File: src/rtl/dfd_dbus_trace_capture_if.sv
// Debug-bus trace capture interface: sampled bus and capture controls on the
// upstream side, valid/ready drain plus overflow status toward the trace sink.
interface dfd_dbus_trace_capture_if #(
   parameter int DEBUG_BUS_WIDTH = 64,
   parameter int FIFO_DEPTH      = 8
);
   localparam int LW = $clog2(FIFO_DEPTH) + 1;

   logic [DEBUG_BUS_WIDTH-1:0]    debug_bus;
   logic                          cap_en;
   logic                          cap_mode;
   logic                          cap_clr;
   logic                          trc_valid;
   logic                          trc_ready;
   logic [DEBUG_BUS_WIDTH+15:0]   trc_data;
   logic                          trc_ovf;
   logic [15:0]                   trc_drop_cnt;
   logic [LW-1:0]                 fifo_level;

   // Driver side: mux stage, control and trace sink.
   modport master (
      output debug_bus, cap_en, cap_mode, cap_clr, trc_ready,
      input  trc_valid, trc_data, trc_ovf, trc_drop_cnt, fifo_level
   );

   // Capture block side.
   modport slave (
      input  debug_bus, cap_en, cap_mode, cap_clr, trc_ready,
      output trc_valid, trc_data, trc_ovf, trc_drop_cnt, fifo_level
   );
endinterface

File: src/rtl/dfd_dbus_trace_capture.sv
// Debug-bus trace capture: records the bus on first enabled cycle, on change
// or every cycle, tags each word with {gap, delta} and buffers it in a FIFO
// drained by a valid/ready sink. Lost captures are counted and flagged.
module dfd_dbus_trace_capture #(
   parameter int DEBUG_BUS_WIDTH = 64,
   parameter int FIFO_DEPTH      = 8
) (
   input  logic                     clk,
   input  logic                     reset_n,
   dfd_dbus_trace_capture_if.slave  bus
);
   localparam int AW = $clog2(FIFO_DEPTH);
   localparam int CW = $clog2(FIFO_DEPTH) + 1;
   localparam int EW = DEBUG_BUS_WIDTH + 16;
   localparam logic [CW-1:0] DEPTH_C = CW'(FIFO_DEPTH);
   localparam logic [14:0]   DMAX    = 15'h7FFF;
   localparam logic [15:0]   CMAX    = 16'hFFFF;

   logic [DEBUG_BUS_WIDTH-1:0] last_q, last_d;
   logic                       first_q, first_d;
   logic [14:0]                delta_q, delta_d;
   logic                       gap_q, gap_d;
   logic                       ovf_q, ovf_d;
   logic [15:0]                drop_q, drop_d;
   logic [AW-1:0]              rd_ptr_q, rd_ptr_d;
   logic [AW-1:0]              wr_ptr_q, wr_ptr_d;
   logic [CW-1:0]              count_q, count_d;
   logic [EW-1:0]              mem_q [FIFO_DEPTH];

   logic                       cap;
   logic                       full;
   logic                       pop;
   logic                       push;
   logic                       drop;
   logic [EW-1:0]              wr_entry;

   // Capture decision and FIFO traffic; a flush masks all push/pop/drop.
   always_comb begin
      cap      = bus.cap_en & (first_q | bus.cap_mode | (bus.debug_bus != last_q));
      full     = (count_q == DEPTH_C);
      pop      = (count_q != '0) & bus.trc_ready & ~bus.cap_clr;
      push     = cap & (~full | pop) & ~bus.cap_clr;
      drop     = cap & full & ~pop & ~bus.cap_clr;
      wr_entry = {gap_q, delta_q, bus.debug_bus};
   end

   // Next state for capture tracking, status and FIFO bookkeeping.
   always_comb begin
      last_d   = last_q;
      first_d  = first_q;
      delta_d  = delta_q;
      gap_d    = gap_q;
      ovf_d    = ovf_q;
      drop_d   = drop_q;
      rd_ptr_d = rd_ptr_q;
      wr_ptr_d = wr_ptr_q;
      count_d  = count_q;
      if (bus.cap_clr) begin
         first_d  = 1'b1;
         delta_d  = '0;
         gap_d    = 1'b0;
         ovf_d    = 1'b0;
         drop_d   = '0;
         rd_ptr_d = '0;
         wr_ptr_d = '0;
         count_d  = '0;
      end else begin
         // Delta restarts at 1 on any capture, even a dropped one, so the
         // next accepted entry is timed from the last observed change.
         if (!bus.cap_en) begin
            delta_d = '0;
            first_d = 1'b1;
         end else if (cap) begin
            delta_d = 15'd1;
            first_d = 1'b0;
            last_d  = bus.debug_bus;
         end else if (delta_q != DMAX) begin
            delta_d = delta_q + 15'd1;
         end
         if (push) begin
            wr_ptr_d = wr_ptr_q + AW'(1);
            gap_d    = 1'b0;
         end
         if (drop) begin
            gap_d = 1'b1;
            ovf_d = 1'b1;
            if (drop_q != CMAX) drop_d = drop_q + 16'd1;
         end
         if (pop) rd_ptr_d = rd_ptr_q + AW'(1);
         case ({push, pop})
            2'b10:   count_d = count_q + CW'(1);
            2'b01:   count_d = count_q - CW'(1);
            default: count_d = count_q;
         endcase
      end
   end

   // State registers.
   always_ff @(posedge clk or negedge reset_n) begin
      if (!reset_n) begin
         last_q   <= '0;
         first_q  <= 1'b1;
         delta_q  <= '0;
         gap_q    <= 1'b0;
         ovf_q    <= 1'b0;
         drop_q   <= '0;
         rd_ptr_q <= '0;
         wr_ptr_q <= '0;
         count_q  <= '0;
      end else begin
         last_q   <= last_d;
         first_q  <= first_d;
         delta_q  <= delta_d;
         gap_q    <= gap_d;
         ovf_q    <= ovf_d;
         drop_q   <= drop_d;
         rd_ptr_q <= rd_ptr_d;
         wr_ptr_q <= wr_ptr_d;
         count_q  <= count_d;
      end
   end

   // Entry storage; cleared on reset so the idle head reads as zero.
   always_ff @(posedge clk or negedge reset_n) begin
      if (!reset_n) begin
         for (int i = 0; i < FIFO_DEPTH; i++) mem_q[i] <= '0;
      end else if (push) begin
         mem_q[wr_ptr_q] <= wr_entry;
      end
   end

   assign bus.trc_valid    = (count_q != '0);
   assign bus.trc_data     = mem_q[rd_ptr_q];
   assign bus.trc_ovf      = ovf_q;
   assign bus.trc_drop_cnt = drop_q;
   assign bus.fifo_level   = count_q;
endmodule

File: src/flat_wrapper.sv
// flat-port wrapper written by rule: the top's interface ports become plain ports
module dfd_dbus_trace_capture_flat 
#(
   parameter int DEBUG_BUS_WIDTH = 64,
   parameter int FIFO_DEPTH      = 8
)
  (clk, reset_n, bus_debug_bus, bus_cap_en, bus_cap_mode, bus_cap_clr, bus_trc_ready, bus_trc_valid, bus_trc_data, bus_trc_ovf, bus_trc_drop_cnt, bus_fifo_level);
  dfd_dbus_trace_capture_if #(.DEBUG_BUS_WIDTH(DEBUG_BUS_WIDTH), .FIFO_DEPTH(FIFO_DEPTH)) bus_i ();
  input  logic clk;
  input  logic reset_n;
  input wire logic [$bits(bus_i.debug_bus)-1:0] bus_debug_bus;
  input wire logic [$bits(bus_i.cap_en)-1:0] bus_cap_en;
  input wire logic [$bits(bus_i.cap_mode)-1:0] bus_cap_mode;
  input wire logic [$bits(bus_i.cap_clr)-1:0] bus_cap_clr;
  input wire logic [$bits(bus_i.trc_ready)-1:0] bus_trc_ready;
  output wire logic [$bits(bus_i.trc_valid)-1:0] bus_trc_valid;
  output wire logic [$bits(bus_i.trc_data)-1:0] bus_trc_data;
  output wire logic [$bits(bus_i.trc_ovf)-1:0] bus_trc_ovf;
  output wire logic [$bits(bus_i.trc_drop_cnt)-1:0] bus_trc_drop_cnt;
  output wire logic [$bits(bus_i.fifo_level)-1:0] bus_fifo_level;
  assign bus_i.debug_bus = bus_debug_bus;
  assign bus_i.cap_en = bus_cap_en;
  assign bus_i.cap_mode = bus_cap_mode;
  assign bus_i.cap_clr = bus_cap_clr;
  assign bus_i.trc_ready = bus_trc_ready;
  assign bus_trc_valid = bus_i.trc_valid;
  assign bus_trc_data = bus_i.trc_data;
  assign bus_trc_ovf = bus_i.trc_ovf;
  assign bus_trc_drop_cnt = bus_i.trc_drop_cnt;
  assign bus_fifo_level = bus_i.fifo_level;
  dfd_dbus_trace_capture #(.DEBUG_BUS_WIDTH(DEBUG_BUS_WIDTH), .FIFO_DEPTH(FIFO_DEPTH)) u_core (.clk(clk), .reset_n(reset_n), .bus(bus_i));
endmodule
File: config.mk
export PLATFORM = sky130hd
export DESIGN_NAME = dfd_dbus_trace_capture_flat
export DESIGN_NICKNAME = d
export VERILOG_FILES = /design/src/rtl/dfd_dbus_trace_capture_if.sv /design/src/rtl/dfd_dbus_trace_capture.sv /design/src/flat_wrapper.sv
export SDC_FILE = /design/constraint.sdc
export NUM_CORES = 1
export LEC_CHECK = 0
export CELL_PAD_IN_SITES_DETAIL_PLACEMENT = 0
export CELL_PAD_IN_SITES_GLOBAL_PLACEMENT = 1
export CORE_MARGIN = 5
export CORE_UTILIZATION = 52
export DETAILED_ROUTE_END_ITERATION = 10
export HOLD_SLACK_MARGIN = 0.1
export PLACE_DENSITY_LB_ADDON = 0.1
export SYNTH_ARGS = -nofsm -noshare
export SYNTH_HDL_FRONTEND = slang
export SYNTH_SLANG_ARGS = --single-unit
File: constraint.sdc
create_clock -name clk -period 4.2 [get_ports clk]
set_clock_uncertainty 0.1 [all_clocks]
set_input_delay 1.26 -clock clk [delete_from_list [all_inputs] [get_ports clk]]
set_output_delay 1.26 -clock clk [all_outputs]
set_load 0.01 [all_outputs]
# After elaboration in Yosys (flattened, before gate mapping)
# Index checks and enable logic that the tools add are counted.
# W data, S select, Z words.
[op_classes] n_eq_ne=8 n_lt_le_gt_ge=3 mux=27 n_reduce_logical=10 n_addsub=6 bitwise_logic=16
[op_table] cell="$bwmux W640" count=1
[op_table] cell="$bmux W80 S3" count=1
[op_table] cell="$demux W80 S3" count=1
[op_table] cell="$mux W80" count=3
[op_table] cell="$ne A64 B64 Y1" count=1
[op_table] cell="$mux W15" count=4
[op_table] cell="$mux W16" count=3
[op_table] cell="$add A16 B1 Y16 const B" count=1
[op_table] cell="$ne A16 B16 Y1 const B" count=1
[op_table] cell="$add A15 B1 Y15 const B" count=1
[op_table] cell="$ne A15 B15 Y1 const B" count=1
[op_table] cell="$mux W3" count=4
[op_table] cell="$and A1 B1 Y1" count=8
[op_table] cell="$ge A4 B4 Y1 const B" count=2
[op_table] cell="$mux W1" count=8
[op_table] cell="$not A3 Y4" count=2
[op_table] cell="$pmux W4 S2" count=1
[op_table] cell="$reduce_bool A2 Y1" count=4
[op_table] cell="$add A3 B1 Y3 const B" count=2
[op_table] cell="$reduce_bool A3 Y1" count=2
[op_table] cell="$add A4 B1 Y4 const B" count=1
[op_table] cell="$eq A4 B4 Y1 const B" count=1
[op_table] cell="$lt A4 B1 Y1 const B" count=1
[op_table] cell="$mux W4" count=1
[op_table] cell="other kinds (11)" count=15
[word_totals] output_inout_bits=102 input_bits=70 word_cells=87 regBits=748

# Logic depth before layout (Yosys ltp)
# Gate-level depths: netlist (run 1).
[depth] depth_word=9 depth_mapped=14 ltp_nobuf=12

# Worst setup path before layout (run 1)
# Ideal clock, no wire load.
[synth_timing] kind="in2reg" start="input bus_debug_bus[9]" end="register u_core.count_q[3] (netlist: u_core.bus.fifo_level[3])" slack_ns=-0.171 t_arrival_ns=4.147 required_ns=3.975 stages=14 path_buffers=2 setup_time_ns=0.125 cell_sequence="buf_2 xor2_1 or4_1 nor4_1 and4_1 buf_4 a31o_2 nor2b_1 ha_1 a21o_1 a21oi_1 nor3_1 a32oi_1 mux2_2"
[synth_between] elab_chain_len=8 word_cells_on_any_way=10 classes_between="eq/ne: 3; mux: 2; bitwise: 4; reduce/logical: 1"
[synth_lines] item="from (decl)" line="flat_wrapper.sv:11" rtl="input wire logic [$bits(bus_i.debug_bus)-1:0] bus_debug_bus;"
[synth_lines] item="$ne A64 B64 Y1 (*)" line="dfd_dbus_trace_capture.sv:39" rtl="cap = bus.cap_en & (first_q | bus.cap_mode | (bus.debug_bus != last_q));"
[synth_lines] item="$or A1 B1 Y1 (*)" line="dfd_dbus_trace_capture.sv:39"
[synth_lines] item="$and A1 B1 Y1 (*)" line="dfd_dbus_trace_capture.sv:39"
[synth_lines] item="$and A1 B1 Y1 (*) (2 in series)" line="dfd_dbus_trace_capture.sv:42" rtl="push = cap & (~full | pop) & ~bus.cap_clr;"
[synth_lines] item="$eq A2 B1 Y1 or $eq A2 B2 Y1 (tied branches)" line="dfd_dbus_trace_capture.sv:90" rtl="case ({push, pop})"
[synth_lines] item="$pmux W4 S2" line="dfd_dbus_trace_capture.sv:90"
[synth_lines] item="$mux W4" line="dfd_dbus_trace_capture.sv:58" rtl="if (bus.cap_clr) begin"
[synth_lines] item="to (signal assigned)" line="dfd_dbus_trace_capture.sv:119" rtl="count_q <= count_d;"
[synth_lines] item="to (decl)" line="dfd_dbus_trace_capture.sv:27" rtl="logic [CW-1:0] count_q, count_d;"
# Mark *: on every way between the ends. The rest lies on a longest branch, timed or not.
# A chain may end at the register's enable or synchronous reset.

# Worst setup path in the final report (run 1)
[layout_timing] start="input bus_debug_bus[49]" end="register u_core.count_q[3] (netlist: u_core.bus.fifo_level[3])"
# The elaborated chain is that of the path after synthesis.

==> results.py, run 1 <==
metrics = {
    "pwr": {
        "pwr_density_cell_nw_per_um2": 523,
        "finalPower_w": 0.0219,
        "ir_drop_mv": 0.371,
        "leakage_nw": 19.3,
    },
    "synthesis": {
        "synthesis.area_sq_um": 34400,
        "synthCells": 2209,
        "synth_nets": 2286,
        "ys_ff_latch": 748,
        "async_flop_share_pct": 100,
        "synth_area_per_cell_sq_um": 15.6,
        "yosysWarnings": 0,
        "yosys-top-cells-area": "dfrtp_1 (54%), mux2_2 (21%), mux4_2 (10%)",
        "synth_edf_count": 0,
        "synth_cell_type_count": 50,
        "yosys.area.top_type": "dfrtp_1",
        "synth_top_area_share_pct": 54.4,
        "seq_area_frac_synth_pct": 54.4,
        "ys.flop_type": "dfrtp_1",
    },
    "grt": {
        "grtUsageTotal_pct": 25.1,
        "grt_max_degree": 91,
        "grt_overflow": 0,
        "antenna_found_initial": 1,
        "first_global_vias": 22200,
        "grt_pass1_wl_microns": 138000,
    },
    "clocking": {
        "cts_root_buf": "clkbuf_16",
        "clk_pin_slew_worst_paths_ns": 0.06,
        "max-clock-path-buffers": 3,
        "cts_buffers": 81,
        "tritoncts": "built",
        "cts_sinks": 748,
        "htreeDepth": 3,
        "clk-insertion-delay-late_ns": 0.61,
    },
    "route": {
        "avgRoutedWirePerCell_microns": 25.7,
        "met2_length_microns": 43700,
        "ant_nets": 0,
        "drt_iter0_drc": 1086,
        "top_layer": "met4",
        "vias": 20000,
        "met1_length_microns": 38600,
        "drc": 0,
        "wl_met3_microns": 3660,
        "viasPerCell": 5.85,
        "wl_microns": 87900,
        "drtPass1Iterations": 5,
    },
    "setup_path": {
        "cp-end-kind": "flop",
        "worst-setup-path-type": "input pin to flop",
        "r2r_start": "u_core.last_q[47]",
        "r2r-end": "u_core.bus.fifo_level[3]",
        "r2r_cells": 12,
        "r2r_slack_ns": 0.77,
        "crit_arrival_ns": 4.55,
        "cp_max_fo": 11,
        "cp.required_ns": 4.59,
        "startpoint_type": "input pin",
    },
    "min_path": {
        "min_path_type": "flop to flop",
        "worstHoldEndpoint": "u_core.mem_q[465]",
        "worst_hold_startpoint": "u_core.mem_q[465]",
        "min_path_cells": 1,
    },
    "die": {
        "dieArea_sq_um": 71400,
        "die_y_microns": 267,
        "rows": 94,
        "start_util_pct": 52.4,
        "coreArea_sq_um": 65600,
        "die_w_microns": 267,
        "ioPinCount": 172,
    },
    "final_layout": {
        "syn_to_final_growth_pct": 21.7,
        "fin_nets": 2577,
        "layout-drive-gt1-share_pct": 47.0,
        "finish.utilization_pct": 63.8,
        "fill_cells": 4843,
    },
    "timing": {
        "maxSlewViolCount": 0,
        "fmax_mhz": 240,
        "rsz0062_at_grt": "yes",
        "worstMarginPinSlew_ns": 1.03,
        "finalCritPeriodShare_pct": 99.1,
        "setup_viol": 0,
        "hold_viol": 0,
        "post-route-min-period_ns": 4.16,
        "slew-limit-headroom_pct": 30.9,
        "fin_setup_tns_ns": 0,
    },
    "place": {
        "gp_congestion": 0.788,
        "io_buffer_count": 171,
        "dp_hpwl_microns": 57700,
    },
    "run": {
        "maxCapViolCount": 0,
    },
    "run_status": {
        "status": "finished, final reports clean",
    },
}
cells in the mapped netlist, drive strengths merged, types with 4 or more instances:
library cell and instances:
a2111o 4, a21o 4, a21oi 16, buf 143, clkbuf 65, dfrtp 747
ha 6, inv 11, mux2 786, mux2i 4, mux4 160, nand2 25
nand2b 9, nand3 17, nand4 17, nor2 32, nor2b 14, nor3 10
nor4 14, o21ai 9, or2 5, or4 6, xnor2 48, xor2 26
state kept, by name (all words and copies together), names as in the netlist:
register and cells:
u_core.bus.trc_drop_cnt 16, u_core.gap_q 1, u_core.delta_q 15, u_core.first_q 1, u_core.wr_ptr_q 3, u_core.last_q 64
u_core.mem_q 640, u_core.bus.trc_ovf 1, u_core.rd_ptr_q 3, u_core.bus.fifo_level 4
routing by layer:
layer	vias up	track usage, %
li1	8672	-
met1	10900	35.4
met2	387	41.4
met3	118	3.92
met4	0	6.71
met5	-	0
metrics by stage:
| step | hold slack [ns] | setup slack, ns | instance area (sq um) | std cells |
|---|---|---|---|---|
| after floorplan | 0.352 | 0.0408 | 34400 | 2209 |
| after global placement | 0.362 | -0.783 | 38500 | 3252 |
| after detailed placement | 0.369 | -0.777 | 38500 | 3252 |
| after CTS | 0.381 | -0.111 | 41600 | 3412 |
| after global routing | 0.397 | -0.0853 | 41800 | 3425 |
| final | 0.378 | 0.0392 | 41800 | 3426 |
critical path, stage by stage:
cell and delay [ns]:
clkdlybuf4s50_1 0.53, buf_4 0.22, nor2b_1 0.08, or4_1 0.41, nor4_1 0.22, and4_4 0.31, a31o_4 0.16, nor2b_4 0.13
ha_1 0.23, a21o_1 0.19, a21oi_2 0.15, nor3_1 0.06, a32oi_1 0.24, mux2_2 0.36
layout make-up:
| cell class | count | area [sq um] | share of cell area, % |
|---|---|---|---|
| diodes | 2 | 5.00 | 0.0120 |
| flip-flops and latches | 748 | 18700 | 44.8 |
| multi-input cells | 1242 | 14600 | 34.8 |
| well taps | 864 | 1080 | 2.58 |
| inverters | 11 | 41.3 | 0.0987 |
| clock inverters | 13 | 169 | 0.404 |
| clock buffers | 130 | 2500 | 5.97 |
| repair buffers | 416 | 4740 | 11.3 |
worst max path at each step:
stage / start / end / slack (ns)
6_report: bus_debug_bus[49] / u_core.bus.fifo_level[3] / 0.04
4_1_cts: u_core.rd_ptr_q[0] / bus_trc_data[52] / -0.11
5_1_grt: bus_debug_bus[5] / u_core.bus.fifo_level[3] / -0.09
3_5_place_dp: bus_debug_bus[47] / u_core.bus.fifo_level[3] / -0.78
2_1_floorplan: bus_debug_bus[9] / u_core.bus.fifo_level[3] / 0.04
3_3_place_gp: bus_debug_bus[47] / u_core.bus.fifo_level[3] / -0.78
cell families (layout without fill, tap and decap cells):
group	count (synthesis)	after routing	share of synthesized area, %
simple gates	166	166	2.71
xor+xnor	74	74	1.89
other cells	0	2	0
fa+ha+maj	7	7	0.277
buf+inv	219	570	3.48
flops	748	748	54.4
mux	950	950	36.3
compound gates	45	45	0.852
cells in the final DEF, fill, tap and decap left out, types with 25 or more instances in the layout:
cell type        count
mux4_2             160
buf_4              162
dfrtp_1            744
nor2_1              32
dlymetal6s2s_1      28
dlygate4sd2_1       45
mux2_2             654
clkbuf_16           88
buf_12              67
clkbuf_1            27
xnor2_1             45
mux2_1             131
xor2_1              25
clkdlybuf4s50_1     96
power breakdown:
group	internal, W	switching, W
logic	0.00339	0.00232
registers	0.00840	0.000658
clock network	0.00430	0.00282
timing repair:
item / 4_1_cts / 5_1_grt
gates resized for setup: 58 / 38
endpoints found under the hold margin: 0 / 0
setup buffers: 8 / 11
pin swaps: 0 / 4
hold buffers: 0 / 0
endpoints found under the setup margin: 97 / 329
cloned: 9 / 1
No activity file was read; power rests on OpenSTA's default activity.
==> run 2, diff against run 1 <==
Settings changed: SLEW_MARGIN set to 10.
==> results of run 2 <==
The final DEF is identical to that of run 1; final timing and power are the same.
